<file path="src/rtl/targ_uart_rx_fifo.sv">
// rtl/targ_uart_rx_fifo.sv - 8x-oversampled UART receiver with runtime frame format, break detect and FWFT receive FIFO
module targ_uart_rx_fifo #(
    parameter int ACC_WIDTH  = 16,
    parameter int FIFO_DEPTH = 16,
    parameter int FILT_CNT   = 2
) (
    input  logic                          clk,
    input  logic                          reset,
    input  logic                          rxd,
    input  logic [ACC_WIDTH-1:0]          baud8_inc,
    input  logic [1:0]                    data_bits,
    input  logic                          parity_en,
    input  logic                          parity_odd,
    input  logic                          two_stopbits,
    input  logic                          rd_en,
    output logic                          rd_valid,
    output logic [7:0]                    rd_data,
    output logic                          rd_parity_err,
    output logic                          rd_frame_err,
    output logic [$clog2(FIFO_DEPTH):0]   fifo_count,
    output logic                          overflow,
    input  logic                          overflow_clr,
    output logic                          break_det,
    output logic                          rx_idle,
    output logic                          rx_endofpacket
);
    localparam int AW = $clog2(FIFO_DEPTH);
    localparam logic [AW:0] FULL_CNT = (AW+1)'(FIFO_DEPTH);
    localparam logic [FILT_CNT-1:0] FILT_MAX = '1;

    typedef enum logic [2:0] {IDLE, START, DATA, PARITY, STOP1, STOP2, BREAK_WAIT} stateT;

    logic [ACC_WIDTH:0]    acc;
    logic                  tick;
    logic [1:0]            syncReg;
    logic [FILT_CNT-1:0]   filtCnt;
    logic                  lineLow;
    stateT                 state, stateNext;
    logic [2:0]            phase, bitIdx, lastIdx;
    logic [1:0]            cfgBits;
    logic                  cfgPar, cfgOdd, cfgTwo;
    logic [7:0]            dataReg;
    logic                  parityBit, frameErr;
    logic                  sampleNow, complete, isBreak, parityErr, frameErrNext;
    logic                  pushValid;
    logic [9:0]            pushWord;
    logic [4:0]            gap;

    assign tick = acc[ACC_WIDTH];

    always_ff @(posedge clk or posedge reset) begin
        if (reset) acc <= '0;
        else       acc <= {1'b0, acc[ACC_WIDTH-1:0]} + {1'b0, baud8_inc};
    end

    // lineLow is the filtered, inverted line: 1 means the wire is low
    always_ff @(posedge clk or posedge reset) begin
        if (reset) begin
            syncReg <= 2'b00;
            filtCnt <= '0;
            lineLow <= 1'b0;
        end else if (tick) begin
            syncReg <= {syncReg[0], ~rxd};
            if (syncReg[1] && filtCnt != FILT_MAX)      filtCnt <= filtCnt + 1'b1;
            else if (!syncReg[1] && filtCnt != '0)      filtCnt <= filtCnt - 1'b1;
            if (filtCnt == FILT_MAX)  lineLow <= 1'b1;
            else if (filtCnt == '0)   lineLow <= 1'b0;
        end
    end

    assign lastIdx      = 3'd4 + {1'b0, cfgBits};
    assign sampleNow    = tick && (phase == 3'd7);
    assign frameErrNext = frameErr | lineLow;
    assign parityErr    = cfgPar && ((^dataReg ^ parityBit) != cfgOdd);
    // STOP1's sample lives in frameErr once we have moved on to STOP2
    assign isBreak      = (dataReg == 8'h00) && !(cfgPar && parityBit)
                          && ((state == STOP1) ? lineLow : frameErr);

    always_comb begin
        stateNext = state;
        complete  = 1'b0;
        if (tick) begin
            case (state)
                IDLE:       if (lineLow) stateNext = START;
                START:      if (phase == 3'd3) stateNext = lineLow ? DATA : IDLE;
                DATA:       if (phase == 3'd7 && bitIdx == lastIdx) stateNext = cfgPar ? PARITY : STOP1;
                PARITY:     if (phase == 3'd7) stateNext = STOP1;
                STOP1:      if (phase == 3'd7) begin
                                if (cfgTwo) stateNext = STOP2;
                                else        complete  = 1'b1;
                            end
                STOP2:      if (phase == 3'd7) complete = 1'b1;
                BREAK_WAIT: if (!lineLow) stateNext = IDLE;
                default:    stateNext = IDLE;
            endcase
        end
        if (complete) stateNext = isBreak ? BREAK_WAIT : IDLE;
    end

    always_ff @(posedge clk or posedge reset) begin
        if (reset) begin
            state     <= IDLE;
            phase     <= 3'd0;
            bitIdx    <= 3'd0;
            cfgBits   <= 2'd0;
            cfgPar    <= 1'b0;
            cfgOdd    <= 1'b0;
            cfgTwo    <= 1'b0;
            dataReg   <= 8'h00;
            parityBit <= 1'b0;
            frameErr  <= 1'b0;
            pushValid <= 1'b0;
            pushWord  <= 10'h000;
            break_det <= 1'b0;
        end else begin
            pushValid <= 1'b0;
            break_det <= 1'b0;
            if (tick) begin
                state <= stateNext;
                phase <= (stateNext != state) ? 3'd0 : phase + 3'd1;
                if (state == IDLE && stateNext == START) begin
                    cfgBits   <= data_bits;
                    cfgPar    <= parity_en;
                    cfgOdd    <= parity_odd;
                    cfgTwo    <= two_stopbits;
                    dataReg   <= 8'h00;
                    bitIdx    <= 3'd0;
                    parityBit <= 1'b0;
                    frameErr  <= 1'b0;
                end
                if (sampleNow) begin
                    case (state)
                        DATA: begin
                            dataReg[bitIdx] <= ~lineLow;
                            bitIdx          <= bitIdx + 3'd1;
                        end
                        PARITY:  parityBit <= ~lineLow;
                        STOP1:   frameErr  <= lineLow;
                        STOP2:   frameErr  <= frameErrNext;
                        default: ;
                    endcase
                end
                if (complete) begin
                    if (isBreak) break_det <= 1'b1;
                    else begin
                        pushValid <= 1'b1;
                        pushWord  <= {frameErrNext, parityErr, dataReg};
                    end
                end
            end
        end
    end

    always_ff @(posedge clk or posedge reset) begin
        if (reset) begin
            gap            <= 5'd0;
            rx_endofpacket <= 1'b0;
        end else begin
            rx_endofpacket <= tick && (gap == 5'd15);
            if (state != IDLE)         gap <= 5'd0;
            else if (tick && !gap[4])  gap <= gap + 5'd1;
        end
    end
    assign rx_idle = gap[4];

    logic [9:0]    mem [FIFO_DEPTH];
    logic [AW-1:0] wrPtr, rdPtr;
    logic [AW:0]   count;
    logic          full, doPop, doPush;
    logic [9:0]    head;

    assign full   = (count == FULL_CNT);
    assign doPop  = rd_en && (count != '0);
    assign doPush = pushValid && (!full || doPop);

    always_ff @(posedge clk) begin
        if (doPush) mem[wrPtr] <= pushWord;
    end

    always_ff @(posedge clk or posedge reset) begin
        if (reset) begin
            wrPtr    <= '0;
            rdPtr    <= '0;
            count    <= '0;
            overflow <= 1'b0;
        end else begin
            if (doPush) wrPtr <= wrPtr + 1'b1;
            if (doPop)  rdPtr <= rdPtr + 1'b1;
            case ({doPush, doPop})
                2'b10:   count <= count + 1'b1;
                2'b01:   count <= count - 1'b1;
                default: ;
            endcase
            if (pushValid && full && !doPop) overflow <= 1'b1;
            else if (overflow_clr)           overflow <= 1'b0;
        end
    end

    assign head          = mem[rdPtr];
    assign rd_valid      = (count != '0);
    assign rd_data       = rd_valid ? head[7:0] : 8'h00;
    assign rd_parity_err = rd_valid & head[8];
    assign rd_frame_err  = rd_valid & head[9];
    assign fifo_count    = count;
endmodule
</file>
<file path="config.mk">
export PLATFORM = sky130hd
export DESIGN_NAME = targ_uart_rx_fifo
export DESIGN_NICKNAME = d
export VERILOG_FILES = /design/src/rtl/targ_uart_rx_fifo.sv
export SDC_FILE = /design/constraint.sdc
export NUM_CORES = 1
export LEC_CHECK = 0
export BUFFER_PORTS_ARGS = -buffer_cell sky130_fd_sc_hd__buf_2
export CAP_MARGIN = 10
export CELL_PAD_IN_SITES_DETAIL_PLACEMENT = 1
export CELL_PAD_IN_SITES_GLOBAL_PLACEMENT = 2
export CORE_MARGIN = 3
export CORE_UTILIZATION = 35
export CTS_CLUSTER_DIAMETER = 100
export DETAILED_ROUTE_END_ITERATION = 12
export PLACE_DENSITY = 0.75
export SYNTH_ARGS = -nofsm -noshare
export SYNTH_HDL_FRONTEND = slang
export SYNTH_SLANG_ARGS = --single-unit
</file>
<file path="constraint.sdc">
create_clock -name clk -period 2.9 [get_ports clk]
set_input_delay 0.145 -clock clk [delete_from_list [all_inputs] [get_ports clk]]
set_output_delay 0.145 -clock clk [all_outputs]
set_load 0.01 [all_outputs]
</file>
### Word-level counts from Yosys, hierarchy flattened

Memory sizes are Yosys's and may differ from the RTL's.
Cells that the tools add are included.

| storage, ports and cells | value |
|---|---|
| bits in registers | 78 |
| bits in writable memories | 160 |
| input bits | 26 |
| output and inout port bits | 20 |
| logic and storage cells | 154 |
| memories kept | 1 |

Memories:

| memory | depth | bits a word | rd ports | clocked after memory_dff | write ports | RTL line | source |
|---|---|---|---|---|---|---|---|
| mem | 16 | 10 | 1 | 0 | 1 | 166 | `logic [9:0] mem [FIFO_DEPTH];` |

| operators by class | value |
|---|---|
| add/sub/neg operators | 11 |
| order comparisons | 2 |
| eq/ne operators | 18 |
| muxes and demuxes | 54 |
| bitwise operators | 7 |
| reductions and logical operators | 38 |

Operators with widths:

| kind | count |
|---|---|
| 3-bit 2-to-1 mux | 15 |
| 8-bit 2-to-1 mux | 5 |
| 1-bit 2-to-1 mux | 23 |
| 3-bit case mux with 7 select lines | 1 |
| 16-bit by 16-bit adder with 17-bit output | 1 |
| 1-bit logical AND | 16 |
| 3-bit == test, second input constant | 4 |
| 2-bit nonzero test | 6 |
| 5-bit by 1-bit adder with 5-bit output, second input constant | 2 |
| 5-bit 2-to-1 mux | 2 |
| 5-bit case mux with 2 select lines | 1 |
| 3-bit by 2-bit == test with 1-bit output, second input constant | 3 |
| 4-bit by 1-bit adder with 4-bit output, second input constant | 2 |
| 8-bit bitwise mux | 1 |
| 8-bit zero test | 1 |
| 8-bit parity | 1 |
| 3-bit by 1-bit adder with 3-bit output, second input constant | 2 |
| 3-bit by 1-bit == test with 1-bit output, second input constant | 2 |
| 2-bit 2-to-1 mux | 3 |
| 2-bit AND reduction | 3 |
| 5-bit by 4-bit == test with 1-bit output, second input constant | 1 |
| 5-bit == test, second input constant | 1 |
| 1-bit zero test | 5 |
| 5-bit nonzero test | 1 |
| other kinds (23) | 28 |

### Longest topological paths before layout

| logic depth | value |
|---|---|
| word-level depth | 14 |
| gate-level depth with buffers | 14 |
| mapped depth without buffers | 13 |

### Worst setup path before layout

OpenSTA, ideal clock, no wires.

| timing path | value |
|---|---|
| kind | flip-flop to flip-flop |
| start | register count[0], in the netlist fifo_count[0] |
| end | register count[4], in the netlist fifo_count[4] |
| setup time | 0.128 ns |
| arrival time | 2.487 ns |
| data required time | 2.772 ns |
| path slack | 0.285 ns |
| cell stages (with the launch flop) | 15 |
| buffers on the path | 1 |
| period minus slack after synthesis | 2.615 ns |
| path through | dfrtp_1 nor4_1 nand3b_1 and2_1 clkbuf_1 inv_2 ha_1 inv_1 fa_1 inv_1 a21o_1 a21oi_1 xnor2_1 nor2_1 xor2_1 |

| between the ends | value |
|---|---|
| longest elaborated chain between the ends | 6 |
| elaborated cells on any way between the ends | 12 |
| classes of those cells | 2 x add/sub; 3 x eq/ne; 1 x mux; 6 x reduce/logical |

RTL lines:

| element | RTL line | source |
|---|---|---|
| start: declaration | 168 | `logic [AW:0] count;` |
| start signal: assignment | 190 | `2'b10: count <= count + 1'b1;` |
| start signal: assignment | 191 | `2'b01: count <= count - 1'b1;` |
| 5-bit == test or 5-bit nonzero test (tied branches) | 172, 173 |  |
| 1-bit zero test or 1-bit logical AND (tied branches) | 174, 173 |  |
| 1-bit logical OR | 174 | `assign doPush = pushValid && (!full \|\| doPop);` |
| 1-bit logical AND | 174 |  |
| 2-bit by 1-bit == test with 1-bit output or 2-bit == test (tied branches) | 189 | `case ({doPush, doPop})` |
| 5-bit case mux with 2 select lines or 2-bit nonzero test (tied branches) | -- |  |

Parallel ways exist; a longest one is shown, timed or not.
A chain may end at the register's enable or synchronous reset.

### Worst setup path in the final report

| timing path | value |
|---|---|
| start | register rdPtr[0] |
| end | output port rd_frame_err |

| between the ends | value |
|---|---|
| longest elaborated chain between the ends | 2 |

RTL lines:

| element | RTL line | source |
|---|---|---|
| start: declaration | 167 | `logic [AW-1:0] wrPtr, rdPtr;` |
| start signal: assignment | 188 | `if (doPop) rdPtr <= rdPtr + 1'b1;` |
| memory read 16 x 10 bit | -- |  |
| 1-bit AND | 203 | `assign rd_frame_err = rd_valid & head[9];` |
| end: declaration | 19 | `output logic rd_frame_err,` |

No other way between the ends.

==> impl_metrics.json <==
{
  "clk_latency_ns": 0.52,
  "num-fill-cells": 2952,
  "cts_buffers": 26,
  "drtIter0Drc": 328,
  "cts.root.buffer_cell": "clkbuf_16",
  "avgSynthCellArea_um2": 15.5,
  "critPathKind": "flop to output port",
  "vias": 5842,
  "antenna_found_initial": 0,
  "grt_util_met2": 0.245,
  "h-tree-depth": 1,
  "grt_usage": 0.137,
  "critPathMostFrequentCell": "mux4_2",
  "path_cells": "buf_12 -> mux4_2 -> mux4_2 -> nor2b_1 -> buf_2",
  "ys_ff_latch": 238,
  "cp_max_fo": 43,
  "rsz0062_at_grt": "false",
  "slowest_delay_ns": 0.60,
  "yosys_warnings": 0,
  "status": "finished, final reports clean",
  "worstSetupEndpointType": "output port",
  "synth_fp_nets": 745,
  "worst_slew_pin_slew_ns": 0.780,
  "swShare": 0.315,
  "busiest_layer": "met2",
  "cts.clk_slew.worst_paths_ns": 0.06,
  "power_density_nw_per_um2": 857,
  "vias_per_cell": 5.06,
  "reg2reg_slack_ns": 0.21,
  "multi_input_area_um2": 3540,
  "synth_area_leaders": "edfxtp_1 45%, dfrtp_1 18%, mux4_2 11%, ha_1 4.4%, xnor2_1 2.1%",
  "synth_area_um2": 10600,
  "hold_class": "input port to flop",
  "p_sw_mw": 3.28,
  "gr-usage-met3": 0.0217,
  "drv_slew": 0,
  "io_pins": 46,
  "vdd_drop_max_mv": 0.460,
  "maxCapViolCount": 0,
  "syn_inst": 680,
  "synth_cell_types": 61,
  "power_frac_seq": 0.416,
  "num_antenna_cells": 0,
  "synthArstFlopShare": 0.328,
  "seq_area_um2": 6760,
  "r2r_end": "fifo_count[4]",
  "hold_path_end": "acc[14]",
  "critical_path.startpoint_type": "flop",
  "grt_max_degree": 44,
  "finalPower_mw": 10.4,
  "die_w_um": 180,
  "clockBufferDepth": 3,
  "clock-sinks": 238,
  "drtAntennaViolNets": 0,
  "cts_tree": "built",
  "route.detailed.wl_per_inst_um": 19.0,
  "hpwl_um": 15000,
  "slew_headroom": 0.480,
  "met1_usage": 0.176,
  "crit_arrival_ns": 2.61,
  "netlist_top_cells_count": "160 x edfxtp_1, 78 x dfrtp_1, 50 x mux4_2, 37 x ha_1, 33 x inv_1",
  "final_net_count": 810,
  "min_period_ns": 2.75,
  "drtPass1Iterations": 4,
  "p_leak_nw": 4.58,
  "wirelength_um": 21900,
  "p_comb_frac": 0.301,
  "place.gp.congestion": 0.799,
  "r2r-start": "fifo_count[0]",
  "intPower_mw": 7.13,
  "start_util": 0.356,
  "synth_most_common_cell": "edfxtp_1",
  "die-area_um2": 32300,
  "synthFlopType": "edfxtp_1",
  "gr-total-overflow": 0,
  "synth-edff-count": 160,
  "portBuffers": 45,
  "rows": 63,
  "hold_ws_ns": 0.0204,
  "min_path_cells": 3,
  "yosys.area.top_type": "edfxtp_1",
  "timing_hold_violations_final": 0,
  "drc": 0,
  "synth_top_area_frac": 0.454,
  "ys_seq_area_frac": 0.639,
  "grt_pass1_vias": 6574,
  "clock_skew_ns": 0.0108,
  "grt_pass1_wl_um": 36200,
  "p_clk_frac": 0.282,
  "fin_crit_sh": 0.949,
  "reg2reg_depth": 13,
  "setup_viol": 0,
  "post-cts-setup-buffers": 0,
  "crit_slowest_cell": "mux4_2",
  "cp_data_required_time_ns": 2.76,
  "drive_gt1_frac": 0.202,
  "core_um2": 29700,
  "min_from": "baud8_inc[14]",
  "fp.dieH_um": 180,
  "area_delta_synth_final_pct": 14.9,
  "fmax_mhz": 363
}
power groups by stage:
stage | Clock, mW | Sequential [mW] | Combinational (mW)
2_1_floorplan | 0 | 4.17 | 2.54
3_3_place_gp | 0 | 4.36 | 2.98
3_5_place_dp | 0 | 4.39 | 3.16
4_1_cts | 3.03 | 4.33 | 3.19
5_1_grt | 3.20 | 4.40 | 3.48
6_report | 2.94 | 4.33 | 3.14
cells in the final DEF, fill, tap and decap left out, drive strengths merged, types with 4 or more instances in the layout:
cell	instances
mux2	15
and3	4
o21a	7
and2	19
nor2b	15
ha	37
dlygate4sd3	14
o21ai	24
nand3	15
a21o	7
xor2	11
a21oi	15
dfrtp	78
buf	54
mux4	50
nand4	8
clkinv	17
nor2	26
nand3b	4
xnor2	25
nand4b	4
edfxtp	160
nor3	4
a31oi	4
clkbuf	30
nand2b	5
mux2i	7
inv	33
nand2	28
layout make-up:
type,instances,share of cell area
clock inverters,17,0.00783
inverters,35,0.0109
flip-flops and latches,238,0.557
clock buffers,30,0.0548
well taps,390,0.0402
repair buffers,68,0.0377
multi-input cells,376,0.292
per-stage QoR:
step	setup TNS [ns]	setup WS (ns)	cells	instance area [µm²]	utilization
after global routing	0	0.0279	1154	12100	0.409
after CTS	0	0.0340	1154	12100	0.408
after floorplan	0	0.285	680	10600	-
final	0	0.149	1154	12100	0.409
after global placement	0	0.153	1093	11200	0.378
after detailed placement	-0.0642	-0.0642	1093	11200	0.378
layer usage:
| metal | up-vias | routed length [µm] |
|---|---|---|
| met5 | - | 0 |
| met4 | 0 | 335 |
| met3 | 29 | 898 |
| met2 | 104 | 11300 |
| met1 | 2999 | 9430 |
| li1 | 2710 | - |
registers in the layout (all words and copies together), names as in the netlist, 3 cells and up:
name,count
fifo_count,5
pushWord,10
dataReg,8
mem,160
rdPtr,4
acc,17
gap,5
phase,3
bitIdx,3
state,3
wrPtr,4
kinds of logic after synthesis:
| family | share of synthesized area |
|---|---|
| flops | 0.639 |
| simple gates | 0.0730 |
| compound gates | 0.0538 |
| mux | 0.129 |
| buf+inv | 0.0276 |
| fa+ha+maj | 0.0476 |
| xor+xnor | 0.0298 |
worst max-delay path by stage:
stage	startpoint	endpoint	slack [ns]	cells after the start
3_5_place_dp	fifo_count[0]	fifo_count[4]	-0.06	13
6_report	rdPtr[0]	rd_frame_err	0.15	5
4_1_cts	fifo_count[0]	fifo_count[4]	0.03	13
5_1_grt	rdPtr[0]	rd_data[1]	0.03	5
3_3_place_gp	fifo_count[0]	fifo_count[4]	0.15	13
2_1_floorplan	fifo_count[0]	fifo_count[4]	0.29	14
critical path, delay by kind of cell (launching register included):
family        cells  cell delay [ns]
flops             1             0.37
simple gates      1             0.14
buf+inv           2             0.46
mux               2             1.09
repair_timing:
action / in CTS / in global routing
pin swaps: 0 / 0
endpoints found under the setup margin: 1 / 1
hold endpoints to repair: 43 / 0
hold buffers: 14 / 0
gates resized for setup: 1 / 6
No activity file was read; power rests on OpenSTA's default activity.
